File: config.mk
export PLATFORM = sky130hd
export DESIGN_NAME = misr_bist_ctrl
export DESIGN_NICKNAME = d
export VERILOG_FILES = /design/src/rtl/misr_bist_pkg.sv /design/src/rtl/misr_bist_ctrl.sv
export SDC_FILE = /design/constraint.sdc
export NUM_CORES = 1
export LEC_CHECK = 0
export CORE_AREA = 2 2 71 86
export DETAILED_ROUTE_END_ITERATION = 10
export DIE_AREA = 0 0 73 88
export HOLD_SLACK_MARGIN = 0.06
export PLACE_DENSITY_LB_ADDON = 0.15
export SETUP_SLACK_MARGIN = 0.4
export SYNTH_ARGS = -nofsm -noshare
export SYNTH_HDL_FRONTEND = slang
export SYNTH_SLANG_ARGS = --single-unit
File: constraint.sdc
create_clock -name func_clk -period 5.7 [get_ports func_clk]
set_input_delay 1.71 -clock func_clk [delete_from_list [all_inputs] [get_ports func_clk]]
set_output_delay 1.71 -clock func_clk [all_outputs]
set_load 0.01 [all_outputs]
File: src/rtl/misr_bist_pkg.sv
`default_nettype none
// ============================================================================
// misr_bist_pkg : BIST controller state encoding and the MISR tap table
// Rev 1.0
// ============================================================================
package misr_bist_pkg;

  localparam int unsigned MISR_MAX_W = 32;

  typedef enum logic [2:0] {
    ST_IDLE   = 3'd0,
    ST_LOAD   = 3'd1,
    ST_RUN    = 3'd2,
    ST_SETTLE = 3'd3,
    ST_CMP    = 3'd4,
    ST_DONE   = 3'd5
  } bist_state_e;

  // Galois-form feedback mask (polynomial terms below x^width) for a
  // left-shifting MISR; the shifted-out MSB selects the mask.
  function automatic logic [MISR_MAX_W-1:0] misr_taps(input int unsigned width);
    logic [MISR_MAX_W-1:0] t;
    case (width)
      2, 3, 4, 6, 7, 15, 22: t = 32'h0000_0003;
      5, 11, 21, 29:         t = 32'h0000_0005;
      8:                     t = 32'h0000_001D;
      9:                     t = 32'h0000_0011;
      10, 17, 20, 25, 28, 31: t = 32'h0000_0009;
      12, 30:                t = 32'h0000_0053;
      13:                    t = 32'h0000_001B;
      14:                    t = 32'h0000_0443;
      16:                    t = 32'h0000_100B;
      18:                    t = 32'h0000_0081;
      19, 27:                t = 32'h0000_0027;
      23:                    t = 32'h0000_0021;
      24:                    t = 32'h0000_0087;
      26:                    t = 32'h0000_0047;
      32:                    t = 32'h0040_0007;
      default:               t = '0;
    endcase
    return t;
  endfunction

endpackage
`default_nettype wire

File: src/rtl/misr_bist_ctrl.sv
`default_nettype none
// ============================================================================
// misr_bist_ctrl : seeds a MISR, gates UUT words into it, checks the signature
// Rev 1.0
// ============================================================================
module misr_bist_ctrl
  import misr_bist_pkg::*;
#(
  parameter int MISR_LFSR_DW = 8,
  parameter int MISR_DW      = 8,
  parameter int CNT_W        = 16
) (
  input  logic                    func_clk,
  input  logic                    func_rst,
  input  logic                    bist_go,
  input  logic                    bist_abort,
  input  logic [MISR_LFSR_DW-1:0] cfg_seed,
  input  logic [MISR_LFSR_DW-1:0] cfg_golden,
  input  logic [CNT_W-1:0]        cfg_num_words,
  input  logic [MISR_DW-1:0]      ut_data,
  input  logic                    ut_vld,
  output logic                    misr_load,
  output logic                    misr_start,
  output logic [MISR_LFSR_DW-1:0] misr_seed,
  output logic [MISR_DW-1:0]      misr_data,
  input  logic [MISR_LFSR_DW-1:0] misr_sig,
  output logic                    bist_busy,
  output logic                    bist_done,
  output logic                    bist_pass,
  output logic [MISR_LFSR_DW-1:0] bist_sig
);

  bist_state_e             state_q;
  logic [CNT_W-1:0]        cnt_q;
  logic                    load_q;
  logic                    busy_q;
  logic                    done_q;
  logic                    pass_q;
  logic [MISR_LFSR_DW-1:0] sig_q;

  assign misr_seed  = cfg_seed;
  assign misr_data  = ut_data;
  assign misr_start = (state_q == ST_RUN) && ut_vld && !bist_abort && !func_rst;
  assign misr_load  = load_q;
  assign bist_busy  = busy_q;
  assign bist_done  = done_q;
  assign bist_pass  = pass_q;
  assign bist_sig   = sig_q;

  always_ff @(posedge func_clk) begin
    if (func_rst) begin
      state_q <= ST_IDLE;
      cnt_q   <= '0;
      load_q  <= 1'b0;
      busy_q  <= 1'b0;
      done_q  <= 1'b0;
      pass_q  <= 1'b0;
      sig_q   <= '0;
    end else if (bist_abort) begin
      // Results of an earlier completed run are left untouched.
      state_q <= ST_IDLE;
      load_q  <= 1'b0;
      busy_q  <= 1'b0;
    end else begin
      case (state_q)
        ST_IDLE, ST_DONE: begin
          if (bist_go) begin
            state_q <= ST_LOAD;
            cnt_q   <= cfg_num_words;
            load_q  <= 1'b1;
            busy_q  <= 1'b1;
            done_q  <= 1'b0;
            pass_q  <= 1'b0;
            sig_q   <= '0;
          end
        end
        ST_LOAD: begin
          load_q  <= 1'b0;
          state_q <= (cnt_q != '0) ? ST_RUN : ST_SETTLE;
        end
        ST_RUN: begin
          if (ut_vld) begin
            cnt_q <= cnt_q - CNT_W'(1);
            if (cnt_q == CNT_W'(1)) state_q <= ST_SETTLE;
          end
        end
        // The MISR absorbs the last word on the edge leaving RUN.
        ST_SETTLE: state_q <= ST_CMP;
        ST_CMP: begin
          sig_q   <= misr_sig;
          pass_q  <= (misr_sig == cfg_golden);
          done_q  <= 1'b1;
          busy_q  <= 1'b0;
          state_q <= ST_DONE;
        end
        default: begin
          state_q <= ST_IDLE;
          load_q  <= 1'b0;
          busy_q  <= 1'b0;
        end
      endcase
    end
  end

endmodule
`default_nettype wire

==> results.md, run 1 <==
- Status: finished, final reports clean
- Clock Root Buffer: clkbuf_8
- Post-CTS Setup Bufs: 0
- Initial antenna violation count: 0
- Critical path type: primary input to primary output
- Total CTS buffers: 5
- GR Util All Layers: 0.158
- Resized cells post-CTS: 0
- Die Y: 88 µm
- Drt pass-1 iters: 4
- Slew HR: 0.354
- DR DRC count: 0
- Clock power frac: 0.330
- Total Power: 0.528 mW
- Xor/xnor share of the synthesized area: 0.0412
- Grt total ovfl: 0
- Top-area cell type share of the netlist area: 0.324
- Post-synth cell types: 48
- Comb power frac: 0.222
- Fin Setup TNS: 0 ps
- DRT antenna net count: 0
- Multiplexer area fraction after synthesis: 0.0111
- Clk_lat worst skew: 280 ps
- Synth Area in Compound Gates: 0.253
- Biggest area consumer among synthesized cells: dfxtp_1
- Synth Area per Inst: 7.62 µm²
- Max incr delay on CP: 540 ps
- DP HPWL: 3500 µm
- Clock period minus worst slack: 4960 ps
- Pin count of the biggest net entering global routing: 28
- Most frequent cells in the layout: clkdlybuf4s50_1 (49), dfxtp_1 (31), a21oi_1 (26)
- Max-Cap Viols: 0
- Max Freq: 201 MHz
- Syn Nets: 306
- Final Setup Violations: 0
- RePlAce Congestion: 0.799
- Psw: 0.152 mW
- Worst Hold Class: flop to flop
- Critical Path Slowest Stage Cell: clkdlybuf4s50_1
- # IOs: 82
- Slew @ Worst Pin: 969 ps
- Clock Pin Slew Worst Setup and Hold Paths: 60 ps
- # rows: 30
- Register-to-register setup slack: 3430 ps
- Synth top area cells: dfxtp_1 (32%), a21oi_1 (6.8%), o21ai_0 (6.3%), buf_4 (6.3%), nor2_1 (4.1%)
- Yosys warns: 0
- Hold_buf cts: 0
- Int Power: 0.376 mW
- Via Count: 1909
- TritonCTS clock tree: done
- Flop pwr share: 0.447
- Final Cycle Share: 0.871
- Slew Viols, Final: 0
- Post-Layout Cell Count: 343
- CTS Sinks: 31
- Cell Chain, Critical Path: clkdlybuf4s50_1, or2_2, nor2_1, clkdlybuf4s50_1
- Simple-Gate Fraction of Synth Area: 0.239
- CP Max Fanout: 6
- Final Skew: 6.06 ps
- Mapped Cells: 251
- Starting Density: 0.342
- Ant. Diodes: 0
- Unrepaired setup endpoints after global routing: no
- Drt total wl: 4930 µm
- Largest family of logic cells by synthesized area: compound AO/OA/AOI/OAI gates
- Ys flop type: dfxtp_1
- Proportion of layout cells with a drive suffix above 1: 0.0609
- Post-synth EDFFs: 0
- Data arrival, critical path: 3250 ps
- Area grow syn2layout: 26.2%
- Static Leakage: 0.816 nW
- Final-report hold violation count: 0
- Sw Share: 0.287
- Crit path launch type: primary input
- Commonest non-fill, non-tap cell in the layout: clkdlybuf4s50_1
- Post-synth ARST share: 0
- Cell mode on critical path: clkdlybuf4s50_1
- IO Port Bufs: 49
- Register area share after synthesis: 0.324
- DR vias/cell: 5.57
- Clock Tree Buf Depth: 2
- Die W: 73 µm
- Die ar.: 0.00642 mm²
- CP Capture Type: primary output
- Initial DRC count: 87
- Worst EP required: 3990 ps
- Post-Synth Adder-Cell Area: 0.0183
- Pwr dens: 219 mW/mm²
- Worst VDD drop: 0.0000986 V
- Number of global-route vias before repair: 1809
- First-pass GRT wire length: 8090 µm
- Number of H-tree levels: 2
- Routed length per instance: 14.4 µm
- Synthesized cell area: 0.00191 mm²
- Synth Register Bits: 31
- # placed instances: 336
- Core Area: 0.00559 mm²
- Fin nets: 334
power by group through the flow:
| stage | logic, mW | registers (mW) | clock network [mW] |
|---|---|---|---|
| detailed placement | 0.117 | 0.241 | 0 |
| CTS | 0.118 | 0.236 | 0.183 |
| global placement | 0.118 | 0.241 | 0 |
| floorplan | 0.0814 | 0.237 | 0 |
| finish | 0.117 | 0.236 | 0.174 |
| global route | 0.129 | 0.238 | 0.189 |
logic make-up after synthesis:
family / count (synthesis)
mux: 2
compound gates: 79
fa+ha+maj: 3
simple gates: 86
flops: 31
buf+inv: 41
xor+xnor: 9
area by class of cell:
| class | instances | area (µm²) |
|---|---|---|
| Fill cell | 576 | 3180 |
| Multi-Input combinational cell | 179 | 1080 |
| Sequential cell | 31 | 621 |
| Timing Repair Buffer | 52 | 513 |
| Clock buffer | 6 | 82.6 |
| Tap cell | 64 | 80.1 |
| Inverter | 10 | 37.5 |
| Clock inverter | 1 | 5.00 |
registers in the layout, summed over array words and instances (netlist names):
name       cells
bist_busy      1
bist_sig       8
cnt_q         16
bist_done      1
misr_load      1
state_q        3
bist_pass      1
cell usage after synthesis, types with 3 or more instances:
| cell type | instances |
|---|---|
| a211oi_1 | 4 |
| a21oi_1 | 26 |
| a32oi_1 | 5 |
| and2_1 | 4 |
| buf_4 | 16 |
| clkbuf_1 | 11 |
| dfxtp_1 | 31 |
| inv_1 | 10 |
| nand2_1 | 16 |
| nand3_1 | 3 |
| nand4_1 | 3 |
| nor2_1 | 21 |
| nor3_1 | 9 |
| nor4_1 | 8 |
| o21ai_0 | 24 |
| o32ai_1 | 5 |
| or3_1 | 4 |
| or4_1 | 5 |
| xor2_1 | 8 |
stage by stage:
stage / util / worst slack (ps) / hold WS (ps) / cell area, µm²
floorplan: - / 1540 / 459 / 1910
global placement: 0.416 / 758 / 456 / 2330
detailed placement: 0.416 / 722 / 465 / 2330
CTS: 0.432 / 721 / 474 / 2410
global route: 0.432 / 684 / 498 / 2410
finish: 0.432 / 735 / 474 / 2410
metal layers:
| layer | up-vias | GRT usage | wire, µm |
|---|---|---|---|
| met5 | - | 0 | 0 |
| met4 | 0 | 0.0488 | 53 |
| met3 | 4 | 0.0483 | 338 |
| met2 | 71 | 0.282 | 2410 |
| met1 | 876 | 0.179 | 2130 |
| li1 | 958 | - | - |
critical path, delay by kind of cell:
| family | cells | cell delay (ps) |
|---|---|---|
| buf+inv | 2 | 1040 |
| simple gates | 2 | 510 |
worst paths after layout:
path	startpoint	end	cells past startpoint
max reg2reg	state_q[0]	cnt_q[11]	4
min reg2reg	bist_sig[1]	bist_sig[1]	2
min	bist_sig[1]	bist_sig[1]	2
max	bist_abort	misr_start	4
No activity file was read; power rests on OpenSTA's default activity.
==> inputs of run 2 (changes only) <==
SETUP_SLACK_MARGIN = 0.05   (was 0.4)
==> results of run 2 <==
Same layout as run 1: the final DEF is identical, and so are final timing and power.
==> inputs of run 3 (changes only) <==
ABC_AREA = 0   (was unset)
ABC_CLOCK_PERIOD_IN_PS = 5700   (was unset)
GPL_TIMING_DRIVEN = 0   (was unset)
==> run 3 against run 2 <==
Net effect: combinational power grew 22%; utilization grew 6.0 points; worst hold slack lost 1.7 ps; via count grew 6.2%; highest routed layer unchanged; non-clock buffer count grew 43; critical path depth grew 1; sequential power is essentially flat; maximum frequency shrank 2.0%; sequential share of layout area shrank 3.1 points; clock skew grew 1.1 ps.
==> results.md, run 3 (synthesis results as in run 1) <==
- Placed Area: 0.00263 mm² (was 0.00233 mm²)
- Max incr delay on CP: 540 ps (about the same)
- Clock power frac: 0.377 (was 0.330)
- Grt total ovfl: 0 (unchanged)
- Fin nets: 377 (was 334)
- DR DRC count: 0 (unchanged)
- Reg2reg path depth: 6 (was 4)
- Die Y: 88 µm (unchanged)
- Design area: 0.00275 mm² (was 0.00241 mm²)
- Clock Root Buffer: clkbuf_8 (unchanged)
- Commonest non-fill, non-tap cell in the layout: clkdlybuf4s50_1 (unchanged)
- Cell mode on critical path: clkdlybuf4s50_1 (unchanged)
- # IOs: 82 (unchanged)
- Most frequent cells in the layout: clkdlybuf4s50_1 (64), dfxtp_1 (31), a21oi_1 (26) (was clkdlybuf4s50_1 (49), dfxtp_1 (31), a21oi_1 (26))
- Data arrival, critical path: 3360 ps (was 3250 ps)
- CTS Sinks: 31 (unchanged)
- Largest Register: cnt_q (unchanged)
- Static Leakage: 0.974 nW (was 0.816 nW)
- Int Power: 0.439 mW (was 0.376 mW)
- Worst Hold Class: flop to flop (unchanged)
- Proportion of layout cells with a drive suffix above 1: 0.102 (was 0.0609)
- Resized cells post-CTS: 0 (unchanged)
- Ant. Diodes: 0 (unchanged)
- DP HPWL: 4050 µm (was 3500 µm)
- Max-Cap Viols: 0 (unchanged)
- Drt pass-1 iters: 4 (unchanged)
- Worst hold margin: 472 ps (was 474 ps)
- Initial antenna violation count: 0 (unchanged)
- Area grow syn2layout: 43.8% (was 26.2%)
- Final-report hold violation count: 0 (unchanged)
- Max reg flops: 16 (unchanged)
- Die ar.: 0.00642 mm² (unchanged)
- Total CTS buffers: 5 (unchanged)
- Psw: 0.166 mW (was 0.152 mW)
- # placed instances: 379 (was 336)
- Final worst slack: 632 ps (was 735 ps)
- Pwr dens: 220 mW/mm² (was 219 mW/mm²)
- Clock period minus worst slack: 5070 ps (was 4960 ps)
- Fin util: 0.492 (was 0.432)
- CP Capture Type: primary output (unchanged)
- Drt total wl: 5500 µm (was 4930 µm)
- CP Max Fanout: 6 (unchanged)
- Final Skew: 7.19 ps (was 6.06 ps)
- Crit path launch type: primary input (unchanged)
- Critical Path Slowest Stage Cell: clkdlybuf4s50_1 (unchanged)
- Cell Chain, Critical Path: clkdlybuf4s50_1, or2_2, clkbuf_1, nor2_1, clkdlybuf4s50_1 (was clkdlybuf4s50_1, or2_2, nor2_1, clkdlybuf4s50_1)
- Number of H-tree levels: 2 (unchanged)
- IO Port Bufs: 64 (was 49)
- First-pass GRT wire length: 8720 µm (was 8090 µm)
- Slew @ Worst Pin: 1230 ps (was 969 ps)
- Comb power frac: 0.236 (was 0.222)
- Slew HR: 0.172 (was 0.354)
- Number of global-route vias before repair: 1856 (was 1809)
- Critical path type: primary input to primary output (unchanged)
- Max Freq: 197 MHz (was 201 MHz)
- Post-CTS Setup Bufs: 0 (unchanged)
- Post-Layout Cell Count: 387 (was 343)
- Status: finished, final reports clean (unchanged)
- RePlAce Congestion: 0.864 (was 0.799)
- Slew Viols, Final: 0 (unchanged)
- Core Area: 0.00559 mm² (unchanged)
- Die W: 73 µm (unchanged)
- DR vias/cell: 5.24 (was 5.57)
- Routed length per instance: 14.2 µm (was 14.4 µm)
- Fin Setup TNS: 0 ps (unchanged)
- Final Setup Violations: 0 (unchanged)
- Total Power: 0.605 mW (was 0.528 mW)
- Worst EP required: 3990 ps (about the same)
- Sw Share: 0.274 (was 0.287)
- Clock Pin Slew Worst Setup and Hold Paths: 70 ps (was 60 ps)
- TritonCTS clock tree: done (unchanged)
- Initial DRC count: 168 (was 87)
- Pre-CTS WS: 618 ps (was 722 ps)
- Starting Density: 0.342 (unchanged)
- Pin count of the biggest net entering global routing: 11 (was 28)
- Hold_buf cts: 0 (unchanged)
- # rows: 30 (unchanged)
- Unrepaired setup endpoints after global routing: no (unchanged)
- Clock Tree Buf Depth: 2 (unchanged)
- Flop pwr share: 0.387 (was 0.447)
- Hold depth: 2 (unchanged)
- Final Cycle Share: 0.889 (was 0.871)
- DRT antenna net count: 0 (unchanged)
- Via Count: 2028 (was 1909)
- Worst VDD drop: 0.000149 V (was 0.0000986 V)
- Clk_lat worst skew: 280 ps (about the same)
- GR Util All Layers: 0.172 (was 0.158)
[run 3: changes by cell type in the layout (fill, tap and decap cells not counted)]
cell             change
clkbuf_1            +11
clkdlybuf4s50_1     +15
buf_1                +2
buf_4               +13
clkbuf_2             +1
bufinv_16            +1
buf_2                +1
[run 3: path summary, 6_finish.rpt]
kind / slack [ps] / from / endpoint
max: 630 / bist_abort / misr_start
min: 470 / bist_sig[2] / bist_sig[2]
max reg2reg: 3580 / cnt_q[0] / cnt_q[14]
min reg2reg: 470 / bist_sig[2] / bist_sig[2]
[run 3: power by group through the flow]
stage,clock network [mW],registers [mW],logic (mW)
floorplan,0,0.237,0.0814
global placement,0,0.239,0.142
detailed placement,0,0.239,0.142
CTS,0.233,0.234,0.143
global route,0.243,0.236,0.157
finish,0.228,0.234,0.143
[run 3: area by class of cell]
type / count / area [µm²]
repair buffers: 64 / 641
clock buffers: 6 / 82.6
plain buffers: 31 / 179
flip-flops and latches: 31 / 621
clock inverters: 2 / 35.0
inverters: 10 / 37.5
well taps: 64 / 80.1
multi-input cells: 179 / 1080
fillers: 577 / 2840
[run 3: layer usage]
metal	share of wire	vias to the layer above	track usage
met1	0.44	905	0.220
met3	0.065	8	0.0391
met5	0	-	0
met2	0.48	74	0.285
li1	-	1041	-
met4	0.014	0	0.0572
[run 3: worst max-delay path, delay by kind of cell]
kind / cells / cell delay, ps
AND/OR/NAND/NOR: 2 / 440
buffers and inverters: 3 / 1210
